File: src/rtl/uart_pkg.sv
// Shared UART definitions used by both the transmit and receive paths.
package uart_pkg;

    localparam int UART_DATA_BITS            = 8;
    localparam int UART_CLKS_PER_BIT_DEFAULT = 280;

    typedef enum logic [1:0] {
        IDLE,
        START,
        DATA,
        STOP
    } uart_tx_state_e;

endpackage : uart_pkg

File: src/rtl/byte_fifo.sv
// Synchronous first-word fall-through FIFO. Occupancy is kept in its own
// counter so full and empty never depend on pointer comparisons.
module byte_fifo #(
    parameter int  DEPTH = 4,
    parameter int  WIDTH = 8,
    localparam int PTR_W = $clog2(DEPTH),
    localparam int CNT_W = $clog2(DEPTH + 1)
) (
    input  logic             clk_i,
    input  logic             rst_ni,
    input  logic             push,
    input  logic             pop,
    input  logic [WIDTH-1:0] wdata,
    output logic [WIDTH-1:0] rdata,
    output logic             full,
    output logic             empty,
    output logic [CNT_W-1:0] count
);

    logic [WIDTH-1:0] mem_q [DEPTH];
    logic [PTR_W-1:0] wr_ptr_q;
    logic [PTR_W-1:0] rd_ptr_q;
    logic [CNT_W-1:0] count_q;
    logic             push_ok;
    logic             pop_ok;

    // Requests are gated so a push into a full FIFO or a pop from an empty one is ignored.
    assign push_ok = push && !full;
    assign pop_ok  = pop && !empty;

    // Storage array: written on an accepted push only.
    // NOTE: the data array has no reset; occupancy decides which entries are valid, and
    // leaving it out lets the array map onto plain RAM/flops without a reset tree.
    always_ff @(posedge clk_i) begin
        if (push_ok) begin
            mem_q[wr_ptr_q] <= wdata;
        end
    end

    // Pointers wrap naturally because DEPTH is a power of two; the counter tracks occupancy.
    always_ff @(posedge clk_i or negedge rst_ni) begin
        if (!rst_ni) begin
            wr_ptr_q <= '0;
            rd_ptr_q <= '0;
            count_q  <= '0;
        end else begin
            if (push_ok) begin
                wr_ptr_q <= wr_ptr_q + 1'b1;
            end
            if (pop_ok) begin
                rd_ptr_q <= rd_ptr_q + 1'b1;
            end
            unique case ({push_ok, pop_ok})
                2'b10:   count_q <= count_q + 1'b1;
                2'b01:   count_q <= count_q - 1'b1;
                default: count_q <= count_q;
            endcase
        end
    end

    assign rdata = mem_q[rd_ptr_q];
    assign full  = (count_q == CNT_W'(DEPTH));
    assign empty = (count_q == '0);
    assign count = count_q;

endmodule : byte_fifo

File: src/rtl/uart_tx_buffered.sv
// Buffered 8N1 UART transmitter: a byte FIFO feeds a frame serializer whose
// line output comes straight from a flop. Frames run back-to-back while the
// FIFO has data.
module uart_tx_buffered
    import uart_pkg::*;
#(
    parameter int  CLKS_PER_BIT = UART_CLKS_PER_BIT_DEFAULT,
    parameter int  FIFO_DEPTH   = 4,
    localparam int CNT_W        = $clog2(FIFO_DEPTH + 1)
) (
    input  logic                      clk_i,
    input  logic                      rst_ni,
    input  logic [UART_DATA_BITS-1:0] data_i,
    input  logic                      valid_i,
    output logic                      ready_o,
    output logic                      tx_o,
    output logic                      busy_o,
    output logic [CNT_W-1:0]          count_o
);

    localparam int                  BAUD_W    = $clog2(CLKS_PER_BIT);
    localparam logic [BAUD_W-1:0]   BAUD_LAST = BAUD_W'(CLKS_PER_BIT - 1);
    localparam logic [2:0]          BIT_LAST  = 3'(UART_DATA_BITS - 1);

    uart_tx_state_e              state_q;
    logic [BAUD_W-1:0]           baud_q;
    logic [2:0]                  bit_cnt_q;
    logic [UART_DATA_BITS-1:0]   shreg_q;
    logic                        tx_q;
    logic                        busy_q;

    logic                        baud_wrap;
    logic                        fifo_pop;
    logic                        fifo_full;
    logic                        fifo_empty;
    logic [UART_DATA_BITS-1:0]   fifo_rdata;

    byte_fifo #(
        .DEPTH (FIFO_DEPTH),
        .WIDTH (UART_DATA_BITS)
    ) u_fifo (
        .clk_i  (clk_i),
        .rst_ni (rst_ni),
        .push   (valid_i),
        .pop    (fifo_pop),
        .wdata  (data_i),
        .rdata  (fifo_rdata),
        .full   (fifo_full),
        .empty  (fifo_empty),
        .count  (count_o)
    );

    // A bit boundary is the last cycle of the baud period; a new byte is taken from
    // the FIFO either from idle or at the very end of a stop bit.
    always_comb begin
        baud_wrap = (baud_q == BAUD_LAST);
        fifo_pop  = !fifo_empty &&
                    ((state_q == IDLE) || ((state_q == STOP) && baud_wrap));
    end

    // Frame sequencer: state, baud/bit counters, shift register and registered outputs.
    // NOTE: every register here uses <= so all branches see the pre-edge values; the
    // later baud_q clear on a pop intentionally overrides the free-running increment.
    always_ff @(posedge clk_i or negedge rst_ni) begin
        if (!rst_ni) begin
            state_q   <= IDLE;
            baud_q    <= '0;
            bit_cnt_q <= '0;
            shreg_q   <= '0;
            tx_q      <= 1'b1;
            busy_q    <= 1'b0;
        end else begin
            if (state_q != IDLE) begin
                baud_q <= baud_wrap ? '0 : baud_q + 1'b1;
            end

            unique case (state_q)
                IDLE: begin
                    tx_q <= 1'b1;
                    if (!fifo_empty) begin
                        shreg_q   <= fifo_rdata;
                        bit_cnt_q <= '0;
                        baud_q    <= '0;
                        tx_q      <= 1'b0;
                        busy_q    <= 1'b1;
                        state_q   <= START;
                    end else begin
                        busy_q <= 1'b0;
                    end
                end
                START: begin
                    if (baud_wrap) begin
                        tx_q    <= shreg_q[0];
                        state_q <= DATA;
                    end
                end
                DATA: begin
                    if (baud_wrap) begin
                        if (bit_cnt_q == BIT_LAST) begin
                            tx_q    <= 1'b1;
                            state_q <= STOP;
                        end else begin
                            shreg_q   <= shreg_q >> 1;
                            tx_q      <= shreg_q[1];
                            bit_cnt_q <= bit_cnt_q + 1'b1;
                        end
                    end
                end
                STOP: begin
                    if (baud_wrap) begin
                        if (!fifo_empty) begin
                            shreg_q   <= fifo_rdata;
                            bit_cnt_q <= '0;
                            baud_q    <= '0;
                            tx_q      <= 1'b0;
                            state_q   <= START;
                        end else begin
                            busy_q  <= 1'b0;
                            state_q <= IDLE;
                        end
                    end
                end
                default: state_q <= IDLE;
            endcase
        end
    end

    assign ready_o = !fifo_full;
    assign tx_o    = tx_q;
    assign busy_o  = busy_q;

endmodule : uart_tx_buffered

File: config.mk
export PLATFORM = sky130hd
export DESIGN_NAME = uart_tx_buffered
export DESIGN_NICKNAME = d
export VERILOG_FILES = /design/src/rtl/uart_pkg.sv /design/src/rtl/byte_fifo.sv /design/src/rtl/uart_tx_buffered.sv
export SDC_FILE = /design/constraint.sdc
export NUM_CORES = 1
export LEC_CHECK = 0
export CORE_AREA = 5 5 111 103
export CTS_CLUSTER_SIZE = 10
export DETAILED_ROUTE_END_ITERATION = 6
export DIE_AREA = 0 0 116 108
export SYNTH_ARGS = -nofsm -noshare
export SYNTH_HDL_FRONTEND = slang
export SYNTH_SLANG_ARGS = --single-unit
File: constraint.sdc
create_clock -name clk_i -period 5.89 [get_ports clk_i]
set_input_delay 1.178 -clock clk_i [delete_from_list [all_inputs] [get_ports clk_i]]
set_output_delay 1.178 -clock clk_i [all_outputs]
set_load 0.05 [all_outputs]
Yosys cells after proc, flatten, opt, wreduce, memory -nomap -nowiden
Memories as Yosys holds them, arrays and structs flattened. Cells that the tools add are included.

Bits in registers: 31. Bits in writable memories: 32. Input port bits: 11. Logic and storage cells: 85. Memories: 1.

Memory list: u_fifo.mem_q (depth 4, width 8, read ports 1, clocked after Yosys merged registers in 0, wr ports 1, RTL line byte_fifo.sv:20) `logic [WIDTH-1:0] mem_q [DEPTH];`.

Add/sub/neg operators: 6. Equality and inequality tests: 16. Multiplexer cells: 36. Reductions and logical operators: 17.

Operators with widths (number): 9-bit two-way mux (4); 8-bit two-way mux (4); 8-bit one-hot mux with 3 select lines (1); 9-bit one-hot mux with 2 select lines (1); 2-bit != test (second input constant) (8); 1-bit two-way mux (12); 3-bit two-way mux (4); 2-bit two-way mux (5); 9-bit by 1-bit adder with 9-bit output (second input constant) (1); 9-bit == test (second input constant) (1); 3-bit one-hot mux with 3 select lines (1); 2-bit one-hot mux with 4 select lines (1); 4-bit AND reduction (2); 3-bit by 1-bit adder with 3-bit output (second input constant) (2); 2-bit == test (second input constant) (3); 3-bit == test (second input constant) (2); 3-bit one-hot mux with 2 select lines (1); 2-bit nonzero test (3); 5-bit AND reduction (1); 2-bit by 1-bit adder with 2-bit output (second input constant) (2); 2-bit by 1-bit == test with 1-bit output (second input constant) (2); 1-bit logical AND (4); 1-bit one-hot mux with 4 select lines (1); 3-bit logical NOT (1); 7 further kinds (8).

Depth between registers and ports, before layout
Depth in word-level cells: 7. Depth in mapped cells: 9.

Hierarchy
Synthesis repeated with hierarchy kept, for this count alone.

Cell total of the unflattened synthesis: 204. Area total of the unflattened synthesis: 2967.8 um^2.

By module, submodules not included: byte_fifo (times used 1, cells each 80, area an instance 1584.0 um^2, sequential area each 1136.1 um^2); uart_tx_buffered (times used 1, cells each 124, area an instance 1383.8 um^2, sequential area each 601.8 um^2).

Worst setup path before layout
Ideal clock, no wire load.

Path type: register to register. Start point: register u_fifo.count_q[1], in the netlist u_fifo.count[1]. End point: register u_fifo.count_q[2], in the netlist u_fifo.count[2]. Arrival time: 2.420 ns. Slack: 3.323 ns. Cell stages (with the launch flop): 10. Path buffers: 0. Clock period less this slack: 2.567 ns. Path through: dfrtp_1 nor2_1 nand2_1 and2_1 inv_1 ha_1 fa_1 xnor2_1 nor2_1 xor2_1.

RTL lines: from (decl) (RTL line byte_fifo.sv:23) `logic [CNT_W-1:0] count_q;`; from (signal assigned) (RTL line byte_fifo.sv:54) `2'b10: count_q <= count_q + 1'b1;`; from (signal assigned) (RTL line byte_fifo.sv:55) `2'b01: count_q <= count_q - 1'b1;`; from (signal assigned) (RTL line byte_fifo.sv:56) `default: count_q <= count_q;`; 3-bit == test * (RTL line byte_fifo.sv:62) `assign full = (count_q == CNT_W'(DEPTH));`; 1-bit logical NOT *; named net ready_o (RTL line uart_tx_buffered.sv:15) `output logic ready_o,`; 1-bit logical AND * (RTL line byte_fifo.sv:28) `assign push_ok = push && !full;`; 2-bit by 1-bit == test with 1-bit output or 2-bit == test (tied branches) (RTL line byte_fifo.sv:53) `unique case ({push_ok, pop_ok})`; 3-bit one-hot mux with 2 select lines or 2-bit nonzero test (tied branches).

Mark *: on every way through the listed nets, which the timed path passes. The rest lies on a longest branch. A chain may end at the register's enable or synchronous reset.

Worst setup path in the final report
Start point: register u_fifo.count_q[0], in the netlist u_fifo.count[0]. End point: output ready_o.

Cells in the longest elaborated chain, start to end: 2.

Ends and longest elaborated chain: 3-bit == test (RTL line byte_fifo.sv:62); 1-bit logical NOT (RTL line uart_tx_buffered.sv:128) `assign ready_o = !fifo_full;`; to (decl) (RTL line uart_tx_buffered.sv:15).

Every way passes these cells.

==> results.md <==
- The largest net degree at the start of global routing is 17.
- Setup repair after global routing left no endpoint under its margin.
- The number of cells on the worst reg-to-reg path is 9.
- For this run, the leading register cell type out of synthesis is sky130_fd_sc_hd__edfxtp_1.
- The number of sinks on the clock net is 63.
- The first global-routing pass estimated 8.47 mm of wire.
- The ratio of cells with drive above 1 in the final layout is 24.9%.
- The critical path buffer and inverter count is 1.
- The total wire length is 5.06 mm.
- After legalization and detailed placement, the total HPWL measured 3.40 mm.
- In the layout the commonest cells are 32 x sky130_fd_sc_hd__edfxtp_1, 30 x sky130_fd_sc_hd__dfrtp_1, 17 x sky130_fd_sc_hd__nor2_1.
- The leakage power is 0.00139 uW.
- At the worst endpoint, the required time is 4.71 ns.
- Setup violations remaining at the end of the flow were counted as 0.
- In this run the tightest slew margin relative to its limit is 51.9%.
- The worst hold path terminates at shreg_q[7]$_DFFE_PN0P_.
- The warning count from the yosys run is 0.
- The diode insertion count for antenna repair is 0.
- The class of the most critical setup path is register to primary output.
- The detailed-route DRC error count is 0.
- Counting every net in the synthesized netlist gives 221.
- The hold violation total from the final report is 0.
- Across the run, the number of max-cap violations was 0.
- The largest fanout on the critical path is 6.
- The clock-pin transition on the worst setup and hold timing paths is 0.05 ns.
- Counting instances, the worst hold path has a depth of 1.
- The die is 108 um tall.
- The largest clock skew in the final design is 0.00495 ns.
- The relative area change from synthesis to final layout is 20.8%.
- The kind of cell adding the most delay to the critical path is buffers and inverters.
- The run finished with clean final reports.
- The congestion estimate from routability-driven global placement came to 0.771.
- The count of nets left with antenna violations after detail routing is 0.
- IR analysis of the VDD net gives a maximum drop of 0.000226 V.
- The signal on the critical path passes through nor2_1, nand2_1, clkdlybuf4s50_1.
- The first detailed-routing pass ran for 4 iterations.
- The final worst-path cycle share is 51.1%.
- The summed instance area of the synthesized netlist is 2960 um^2.
- The violation count after the first detailed-routing iteration is 74.
- The library cell contributing the largest single delay on the critical path is sky130_fd_sc_hd__clkdlybuf4s50_1.
- At the later pin of the worst-skew pair, clock insertion delay measures 0.33 ns.
- Port buffering added 16 buffers.
- The initial antenna violation count is 0.
- The horizontal die dimension is 116 um.
- The cell row count is 35.
- The number of storage elements in the synthesis netlist is 63.
- The post-synthesis cell type count is 43.
- For this run, the top clock speed supported by timing is 0.332 GHz.
- The startpoint of the most critical hold path is shreg_q[7]$_DFFE_PN0P_.
- Summed over all layers, the global routing overflow is 0.
- The post-synthesis instance total is 197.
- The critical register-to-register path startpoint is baud_q[0]$_DFF_PN0_.
- The tightest min-delay check is of the register to register type.
- The number of cells upsized or downsized after cts is 0.
- The H-tree generated during clock tree synthesis spans 3 levels.
- For this configuration, the core starts out at a cell density of 29.4%.
- The die outline area is 12500 um^2.
- The post-layout net count is 244.
- The proportion of register bits with asynchronous set or reset after synthesis is 49.2%.
- Using the TritonRoute via totals, the vias-per-cell ratio works out to 4.58.
- Hold repair after CTS inserted 0 buffers.
- Buffers added to address setup during post-CTS repair amount to 0.
- Counting flops with a built-in enable in the synthesized netlist gives 32.
- The routed via count is 1623.
- The total global routing track utilization is 9.12%.
- For the final routed database, the setup TNS stands at 0 ns.
- Clock tree synthesis inserted a total of 9 buffers.
- The time the final worst path needs with I/O delays and setup is 3.01 ns.
- The floorplan step defined a core boundary enclosing 10100 um^2.
- The worst setup path is launched from a register.
- Counting along the longest clock path gives a buffer depth of 2.
- The library cell used most frequently in the layout, excluding fill and tap cells, is sky130_fd_sc_hd__edfxtp_1.
- The mean post-synth cell area is 15.0 um^2.
- The critical path data arrival time is 1.83 ns.
- The end of the worst register-to-register path is u_fifo.count[2]$_DFFE_PN0P_.
- For this run, the register share of the synthesized area comes to 58.8%.
- Across all hold checks on the routed design, the worst slack comes to 0.495 ns.
- The transition time at the pin with the least slew margin is 0.719 ns.
- The via count of the first global-routing pass was 1652.
- In this run the register-to-register setup slack is 3.43 ns.
- The count of final max-slew check failures is 0.
- The maximum cell stage delay along the critical path is 0.82 ns.
- Dividing total power by cell area gives a power density of 582 nW/um^2.
- TritonCTS built the clock tree.
- The root buffer cell is sky130_fd_sc_hd__clkbuf_16.
- The worst setup path is captured at a primary output.
- The number of top-level design ports is 17.
- After detailed routing, the average wire length per cell comes to 14.3 um.
-- logic make-up (layout without fill, tap and decap cells) --
kind of cell             Yosys count  in the layout  share of synthesized area [%]
AO/OA/AOI/OAI                     20             20                           5.67
XOR/XNOR                          14             14                           4.15
adder cells (fa/ha/maj)           13             13                           5.75
buffers and inverters             11             39                           2.03
flip-flops                        63             63                           58.8
multiplexers                      27             27                           14.1
AND/OR/NAND/NOR                   49             49                           9.56
-- report_power, final --
part / switching (uW) / internal [uW]
clock: 190 / 382
combinational: 395 / 414
sequential: 102 / 599
total: 687 / 1390
-- worst max path at each step --
| stage | start | to | cells past startpoint |
|---|---|---|---|
| 6_report | u_fifo.count[0]$_DFFE_PN0P_ | ready_o | 3 |
| 5_1_grt | u_fifo.count[0]$_DFFE_PN0P_ | ready_o | 3 |
| 4_1_cts | u_fifo.count[0]$_DFFE_PN0P_ | ready_o | 3 |
| 3_5_place_dp | valid_i | u_fifo.count[2]$_DFFE_PN0P_ | 8 |
| 3_3_place_gp | valid_i | u_fifo.count[2]$_DFFE_PN0P_ | 8 |
| 2_1_floorplan | u_fifo.count[1]$_DFFE_PN0P_ | u_fifo.count[2]$_DFFE_PN0P_ | 9 |
-- cells in the mapped netlist (all sizes together), types with 5 or more instances --
library cell	count	area, um^2
mux2	19	236
dfrtp	30	751
ha	12	150
nor2	17	63.8
nand2	6	22.5
a21oi	5	25.0
and3	6	42.5
nor3	5	30.0
xnor2	8	70.1
mux4	8	180
edfxtp	32	961
xor2	6	52.6
inv	6	22.5
-- metal layers --
metal	routed length (um)	up-vias	global-route usage [%]	part of all wire, %
li1	-	784	-	-
met1	2460	810	11.9	49
met2	2290	21	13.2	45
met3	211	8	4.09	4.2
met4	93	0	3.73	1.8
met5	0	-	0	0
-- per-stage QoR --
step                area, um^2  utilization [%]  cells  total power [uW]  setup WS (ns)
floorplan                 2960                -    197              1370           3.32
global placement          3250             32.3    338              1510           2.90
detailed placement        3250             32.3    338              1530           2.86
CTS                       3570             35.5    354              2110           2.86
global route              3570             35.5    354              2220           2.77
finish                    3570             35.5    354              2080           2.88
-- registers in the layout, indices dropped and copies added, names as in the netlist --
signal and count:
shreg_q 8, bit_cnt_q 3, u_fifo.count 3, u_fifo.rd_ptr_q 2, baud_q 9, busy_o 1, tx_o 1, state_q 2
u_fifo.mem_q 32, u_fifo.wr_ptr_q 2
-- area by class of cell --
type,instances,area (um^2)
fill,1013,6500
sequential,63,1740
multi-input combinational,123,1160
clock buffer,11,243
timing repair buffer,17,168
tap,129,161
clock inverter,5,81.3
inverter,6,22.5
Note: power is estimated with default switching activity, not from simulation.
